## config.mk

```make
export PLATFORM = sky130hd
export DESIGN_NAME = regfile_mp
export DESIGN_NICKNAME = d
export VERILOG_FILES = /design/src/rtl/rv32ima_pkg.sv /design/src/rtl/regfile_scoreboard.sv /design/src/rtl/regfile_mp.sv
export SDC_FILE = /design/constraint.sdc
export NUM_CORES = 2
export LEC_CHECK = 0
export BUFFER_PORTS_ARGS = -buffer_cell sky130_fd_sc_hd__buf_2
export CELL_PAD_IN_SITES_DETAIL_PLACEMENT = 0
export CELL_PAD_IN_SITES_GLOBAL_PLACEMENT = 1
export CORE_ASPECT_RATIO = 0.6
export CORE_MARGIN = 1
export CORE_UTILIZATION = 58
export CTS_CLUSTER_SIZE = 10
export DETAILED_ROUTE_END_ITERATION = 7
export PLACE_DENSITY = 0.89
export RECOVER_POWER = 50
export SYNTH_ARGS = -nofsm -noshare
export SYNTH_HDL_FRONTEND = slang
export SYNTH_HIERARCHICAL = 1
export SYNTH_SLANG_ARGS = --single-unit
```

## constraint.sdc

```tcl
create_clock -name clk -period 9.65 [get_ports clk]
set_input_delay 2.895 -clock clk [delete_from_list [all_inputs] [get_ports clk]]
set_output_delay 2.895 -clock clk [all_outputs]
set_load 0.01 [all_outputs]
```

## src/rtl/rv32ima_pkg.sv

```systemverilog
// Shared RV32IMA core types and sizing constants.
// reg_t/word_t are the default select/data types for a 32 x 32-bit register file.
package rv32ima_pkg;

    localparam int unsigned XLEN      = 32;
    localparam int unsigned REG_SEL_W = 5;

    typedef logic [REG_SEL_W-1:0] reg_t;
    typedef logic [XLEN-1:0]      word_t;

    localparam int unsigned REGFILE_NREGS  = 32;
    localparam int unsigned REGFILE_NREAD  = 2;
    localparam int unsigned REGFILE_NWRITE = 1;

    // One-hot decode of a register select; bit 0 is masked because x0 is hardwired.
    function automatic logic [REGFILE_NREGS-1:0] reg_onehot(input reg_t sel);
        logic [REGFILE_NREGS-1:0] oh;
        oh      = '0;
        oh[sel] = 1'b1;
        oh[0]   = 1'b0;
        return oh;
    endfunction

endpackage

```

## src/rtl/regfile_scoreboard.sv

```systemverilog
// Per-register pending bits tracking in-flight results for RAW hazard detection.
// A reservation in the same cycle as a clearing writeback wins: a new producer was issued.
module regfile_scoreboard
    import rv32ima_pkg::*;
#(
    parameter  int unsigned NREGS  = REGFILE_NREGS,
    parameter  int unsigned NWRITE = REGFILE_NWRITE,
    localparam int unsigned SEL_W  = $clog2(NREGS)
) (
    input  logic                         clk,
    input  logic                         nrst,
    input  logic [NWRITE-1:0]            wen,
    input  logic [NWRITE-1:0][SEL_W-1:0] wsel,
    input  logic [NWRITE-1:0]            wclr,
    input  logic                         rsv_en,
    input  logic [SEL_W-1:0]             rsv_sel,
    output logic [NREGS-1:0]             busy_vec
);

    logic [NREGS-1:0] pend_q;
    logic [NREGS-1:0] pend_d;

    always_comb begin
        pend_d = pend_q;
        for (int unsigned i = 0; i < NWRITE; i++) begin
            if (wen[i] && wclr[i]) begin
                pend_d[wsel[i]] = 1'b0;
            end
        end
        if (rsv_en) begin
            pend_d[rsv_sel] = 1'b1;
        end
        pend_d[0] = 1'b0;
    end

    always_ff @(posedge clk or negedge nrst) begin
        if (!nrst) begin
            pend_q <= '0;
        end else begin
            pend_q <= pend_d;
        end
    end

    assign busy_vec = pend_q;

endmodule

```

## src/rtl/regfile_mp.sv

```systemverilog
// Multi-port integer register file with optional write-to-read bypass and
// an integrated pending-bit scoreboard. x0 reads as zero and is never busy.
module regfile_mp
    import rv32ima_pkg::*;
#(
    parameter  int unsigned NREGS  = REGFILE_NREGS,
    parameter  int unsigned DATA_W = XLEN,
    parameter  int unsigned NREAD  = REGFILE_NREAD,
    parameter  int unsigned NWRITE = REGFILE_NWRITE,
    parameter  int unsigned BYPASS = 1,
    localparam int unsigned SEL_W  = $clog2(NREGS)
) (
    input  logic                          clk,
    input  logic                          nrst,
    input  logic [NREAD-1:0][SEL_W-1:0]   rsel,
    output logic [NREAD-1:0][DATA_W-1:0]  rdat,
    output logic [NREAD-1:0]              rbusy,
    input  logic [NWRITE-1:0]             wen,
    input  logic [NWRITE-1:0][SEL_W-1:0]  wsel,
    input  logic [NWRITE-1:0][DATA_W-1:0] wdat,
    input  logic [NWRITE-1:0]             wclr,
    input  logic                          rsv_en,
    input  logic [SEL_W-1:0]              rsv_sel,
    output logic [NREGS-1:0]              busy_vec
);

    logic [DATA_W-1:0] regs_q [NREGS];
    logic [DATA_W-1:0] regs_d [NREGS];

    // Later write ports overwrite earlier ones, so the highest index wins on conflicts.
    always_comb begin
        for (int unsigned r = 0; r < NREGS; r++) begin
            regs_d[r] = regs_q[r];
        end
        for (int unsigned i = 0; i < NWRITE; i++) begin
            if (wen[i] && (wsel[i] != '0)) begin
                regs_d[wsel[i]] = wdat[i];
            end
        end
        regs_d[0] = '0;
    end

    always_ff @(posedge clk or negedge nrst) begin
        if (!nrst) begin
            for (int unsigned r = 0; r < NREGS; r++) begin
                regs_q[r] <= '0;
            end
        end else begin
            regs_q <= regs_d;
        end
    end

    regfile_scoreboard #(
        .NREGS  (NREGS),
        .NWRITE (NWRITE)
    ) u_scoreboard (
        .clk      (clk),
        .nrst     (nrst),
        .wen      (wen),
        .wsel     (wsel),
        .wclr     (wclr),
        .rsv_en   (rsv_en),
        .rsv_sel  (rsv_sel),
        .busy_vec (busy_vec)
    );

    // Combinational read; a forwarded clearing write also hides the stale busy bit.
    always_comb begin
        rdat  = '0;
        rbusy = '0;
        for (int unsigned j = 0; j < NREAD; j++) begin
            rdat[j]  = regs_q[rsel[j]];
            rbusy[j] = busy_vec[rsel[j]];
            if (BYPASS != 0) begin
                for (int unsigned i = 0; i < NWRITE; i++) begin
                    if (wen[i] && (wsel[i] == rsel[j])) begin
                        rdat[j] = wdat[i];
                        if (wclr[i]) begin
                            rbusy[j] = 1'b0;
                        end
                    end
                end
            end
            if (rsel[j] == '0) begin
                rdat[j]  = '0;
                rbusy[j] = 1'b0;
            end
        end
    end

endmodule

```

Yosys cells after proc, flatten, opt, wreduce, memory -nomap -nowiden
Index checks and enable logic that the tools add are counted.
{"block": "word_totals", "ff_bits": 1023, "in_bits": 57, "output_inout_bits": 98, "elab_cells": 89}
{"block": "classes", "order_cmp": 10, "eq_ne": 2, "mux": 29, "n_bitwise": 6, "reduce_logical": 10}
{"op": "1024-bit bitwise mux", "count": 1}
{"op": "32-bit two-way mux", "count": 11}
{"op": "32-bit binary-select mux with 5-bit select", "count": 2}
{"op": "32-bit demux with 5-bit select", "count": 1}
{"op": "32-bit AND", "count": 1}
{"op": "32-bit NOT", "count": 1}
{"op": "32-bit bitwise OR", "count": 1}
{"op": "5-bit by 6-bit less-than comparator with 1-bit output (second input constant)", "count": 4}
{"op": "6-bit >= comparator (second input constant)", "count": 3}
{"op": "5-bit NOT with 6-bit output", "count": 3}
{"op": "1-bit binary-select mux with 5-bit select", "count": 2}
{"op": "1-bit demux with 5-bit select", "count": 2}
{"op": "5-bit equality test", "count": 2}
{"op": "5-bit by 1-bit >= comparator with 1-bit output (second input constant)", "count": 2}
{"op": "5-bit logical NOT", "count": 2}
{"op": "1-bit two-way mux", "count": 10}
{"op": "1-bit logical AND", "count": 7}
{"op": "6-bit by 1-bit less-than comparator with 1-bit output (second input constant)", "count": 1}
{"op": "5-bit nonzero test", "count": 1}

Logic depth before layout (Yosys ltp)
{"block": "depth", "word_depth": 9, "ltp_mapped": 9, "ltp_nobuf": 5}

Cells and area by module
Netlist, hierarchy kept.
{"mod": "regfile_mp", "n_inst": 1, "cells_each": 3669, "area_each_um2": 54148.2, "seq_area_each_um2": 24823.8}
{"mod": "regfile_scoreboard", "n_inst": 1, "cells_each": 120, "area_each_um2": 1301.2, "seq_area_each_um2": 775.7}

Worst setup path after synthesis
No wires, ideal clock.
{"block": "synth_timing", "kind": "input port to output port", "start": "in rsel[5] (netlist bit)", "end": "out rdat[40] (netlist bit)", "t_arrival_ns": 4.592, "t_required_ns": 6.755, "path_slack_ns": 2.163, "path_stages": 7, "n_path_buf": 3, "cell_sequence": "buf_2 > buf_4 > nor2b_1 > clkbuf_1 > a221oi_1 > or3_1 > o311ai_0"}
{"element": "from (decl)", "line": "regfile_mp.sv:15", "source": "input logic [NREAD-1:0][SEL_W-1:0] rsel,"}
{"element": "to (decl)", "line": "regfile_mp.sv:16", "source": "output logic [NREAD-1:0][DATA_W-1:0] rdat,"}

==> key figures <==
Power and ir drop
  – Logic pwr share: 22.5%
  – Power, Total: 12.4 mW
  – Pwr dens: 206 nW/um2
  – Net switching power: 3.57 mW
  – Max VDD drop: 0.154 mV
  – Leak: 25.7 nW
  – Sw Share: 28.8%
  – Reg power frac: 47.0%
  – Pint: 8.82 mW
  – Clock Power Share: 30.5%

STA
  – Post-Route Setup TNS: 0 ns
  – Final count of pins violating max slew: 130
  – Clk_skew: 0 ns
  – Final period util: 97.2%
  – Max_slew headroom: -305%
  – Final Critical Period: 9.38 ns
  – Peak Freq: 107 MHz
  – Worst hold margin: 0.516 ns
  – Final setup fails: 0
  – RSZ-0062 raised after global routing: false
  – Hold Fails Final Rpt: 0
  – Worst-Margin Slew: 6.08 ns

Synthesis
  – Synth top cells by count: 1060 x mux2_2, 1023 x dfrtp_1, 446 x mux4_2, 192 x clkbuf_1, 113 x buf_2
  – Top post-synthesis cells by area: dfrtp_1 46%, mux2_2 22%, mux4_2 18%
  – Mapped Area: 55400 um2
  – Post-synth top area share: 46.2%
  – Synthesized flop and latch total: 1023
  – Yosys top cell by area: dfrtp_1
  – Netlist cell types: 55
  – Top_reg_cell synth: dfrtp_1
  – Most frequent cell after synthesis: mux2_2
  – Register area share after synthesis: 46.2%
  – Warnings, synthesis: 6
  – Async SR Flop Fraction: 100%
  – Number of flops mapped to enable cells by yosys: 0
  – Synthesized area per cell: 14.6 um2
  – Syn_nets: 3846
  – Post-Synthesis Cells: 3789

Global routing
  – Total GRT Usage: 37.4%
  – Vias in the first global route: 38100
  – GR Overflow Total: 0
  – Pin count of the biggest net entering global routing: 170
  – Initial antenna violation count: 10
  – First-pass GRT wire length: 266 mm

Clock network
  – Post_cts resized: 0
  – Deepest clock path buffer count: 3
  – CTS Buf Count: 112
  – CTS clk-pin slew, worst paths: 0.05 ns
  – # clock sinks: 1023
  – Root Driver: clkbuf_16
  – Clock Latency Late Sink: 0.72 ns
  – Htree depth: 3
  – CTS tree: yes
  – Setup bufs post-CTS: 0
  – Cts hold-fix bufs: 0

Floorplanning
  – Die Y: 242 um
  – Top-level I/O count: 155
  – Core ar.: 94300 um2
  – Die width: 401 um
  – Die area: 96900 um2
  – Num rows: 87
  – Starting Density: 58.8%

Setup path
  – Worst Setup End Kind: output port
  – CP startpoint kind: input pin
  – Arr. time, crit path: 6.49 ns
  – Critical path class: in -> out
  – Worst Path Required: 6.76 ns
  – Depth of the worst register-to-register path: 1
  – CP max FO: 33

Hold path
  – HP Class: reg -> reg
  – Worst hold path depth: 1

Routing
  – Drt pass-1 iters: 5
  – Vias per inst: 7.64
  – Vias post-DR: 38400
  – Initial drt markers: 5147
  – Antenna Nets Post-Route: 0
  – Drt total wl: 179 mm
  – WL/cell: 35.7 um
  – Drt drc: 0

Finish
  – Area delta synth->final: 8.33%
  – Multi-input gate area: 28100 um2
  – Post-layout util: 63.7%
  – Final Non-Filler Cells: 5021
  – Filler cell count: 6807
  – Register area: 25600 um2
  – Nets: 3819
  – Layout cells sized above 1: 52.1%

Placed design
  – DPL Wire Length: 107 mm
  – I/O Buffers: 153
  – Dpl cells: 4894
  – Routability cong.: 0.888

Job
  – Max-Cap Viols: 4

Outcome
  – Failing checks: max-capacitance violations, max-slew violations
  – Status: finished, violations left
## cell type report
cell class | instances | area share, %
repair buffers | 268 | 3.14
diodes | 3 | 0.0125
clock buffers | 118 | 4.77
inverters | 3 | 0.0229
flip-flops and latches | 1023 | 42.6
well taps | 1246 | 2.60
multi-input cells | 2354 | 46.7
clock inverters | 6 | 0.135
## metal layers
layer	up-vias	track usage [%]	wire, um
met5	-	0.634	70
met4	10	16.0	8350
met3	530	13.3	23500
met2	2734	50.3	75100
met1	20400	54.8	72300
li1	14700	-	-
## worst max-delay path, stage by stage
cell and delay (ns):
clkbuf_1 0.74, xor2_1 0.15, nor4_1 0.54, nand3_4 0.57, buf_4 0.53, o211a_1 0.19
a21oi_1 0.53, buf_2 0.25
## flip-flops by register name, summed over array words and instances (netlist names)
register / count
u_scoreboard/busy_vec: 31
regs_q: 992
## placed cells by master, fill, tap and decap left out, types with 6 or more instances in the layout
master,count
dfrtp_1,1023
clkbuf_16,114
or3_1,50
nand3b_1,12
nand2_1,27
o211ai_1,29
nor2_1,89
a221oi_1,61
o221ai_1,27
clkbuf_1,10
nor2b_1,6
buf_4,96
nor3_1,6
mux2i_1,106
xnor2_1,6
mux2_1,9
nand2_2,9
nand3_1,15
o221a_2,43
a21oi_1,41
a22o_1,9
nand2b_1,7
buf_12,18
nor2_4,7
mux4_2,446
o21ai_1,21
a31oi_1,8
o21ai_0,87
mux2_2,1059
a22oi_1,80
o22ai_1,34
buf_2,141
## final timing paths
check	to	start	slack, ns
hold / removal	regs_q[359]$_DFFE_PN0P_	regs_q[359]$_DFFE_PN0P_	0.52
hold reg to reg	regs_q[359]$_DFFE_PN0P_	regs_q[359]$_DFFE_PN0P_	0.52
setup / recovery	rdat[27]	wsel[3]	0.27
setup reg to reg	regs_q[191]$_DFFE_PN0P_	regs_q[191]$_DFFE_PN0P_	8.81
max in group asynchronous	regs_q[788]$_DFFE_PN0P_	nrst	1.38
min in group asynchronous	regs_q[642]$_DFFE_PN0P_	nrst	4.40
## power groups by stage
stage / Clock [mW] / Combinational [mW] / Sequential [mW]
floorplan: 0 / 2.05 / 5.61
global placement: 0 / 2.68 / 5.78
detailed placement: 0 / 2.75 / 5.84
CTS: 3.81 / 2.77 / 5.78
global route: 3.99 / 2.95 / 5.92
finish: 3.78 / 2.79 / 5.82
## cell families after synthesis
kind of cell           count (synthesis)  synth area share (%)
flip-flops                          1023                  46.2
AO/OA/AOI/OAI                        456                  5.98
multiplexers                        1620                  41.7
AND/OR/NAND/NOR                      267                  2.51
buffers and inverters                412                  3.46
other                                  1               0.00676
XOR/XNOR                              10                 0.158
## metrics by stage
stage / instance area (um2) / setup slack [ns]
2_1_floorplan: 55400 / 2.16
3_3_place_gp: 57300 / 0.596
3_5_place_dp: 57300 / 0.609
4_1_cts: 60200 / 0.575
5_1_grt: 60100 / 0.247
6_report: 60100 / 0.267
Power figures use the tool's default switching activity.
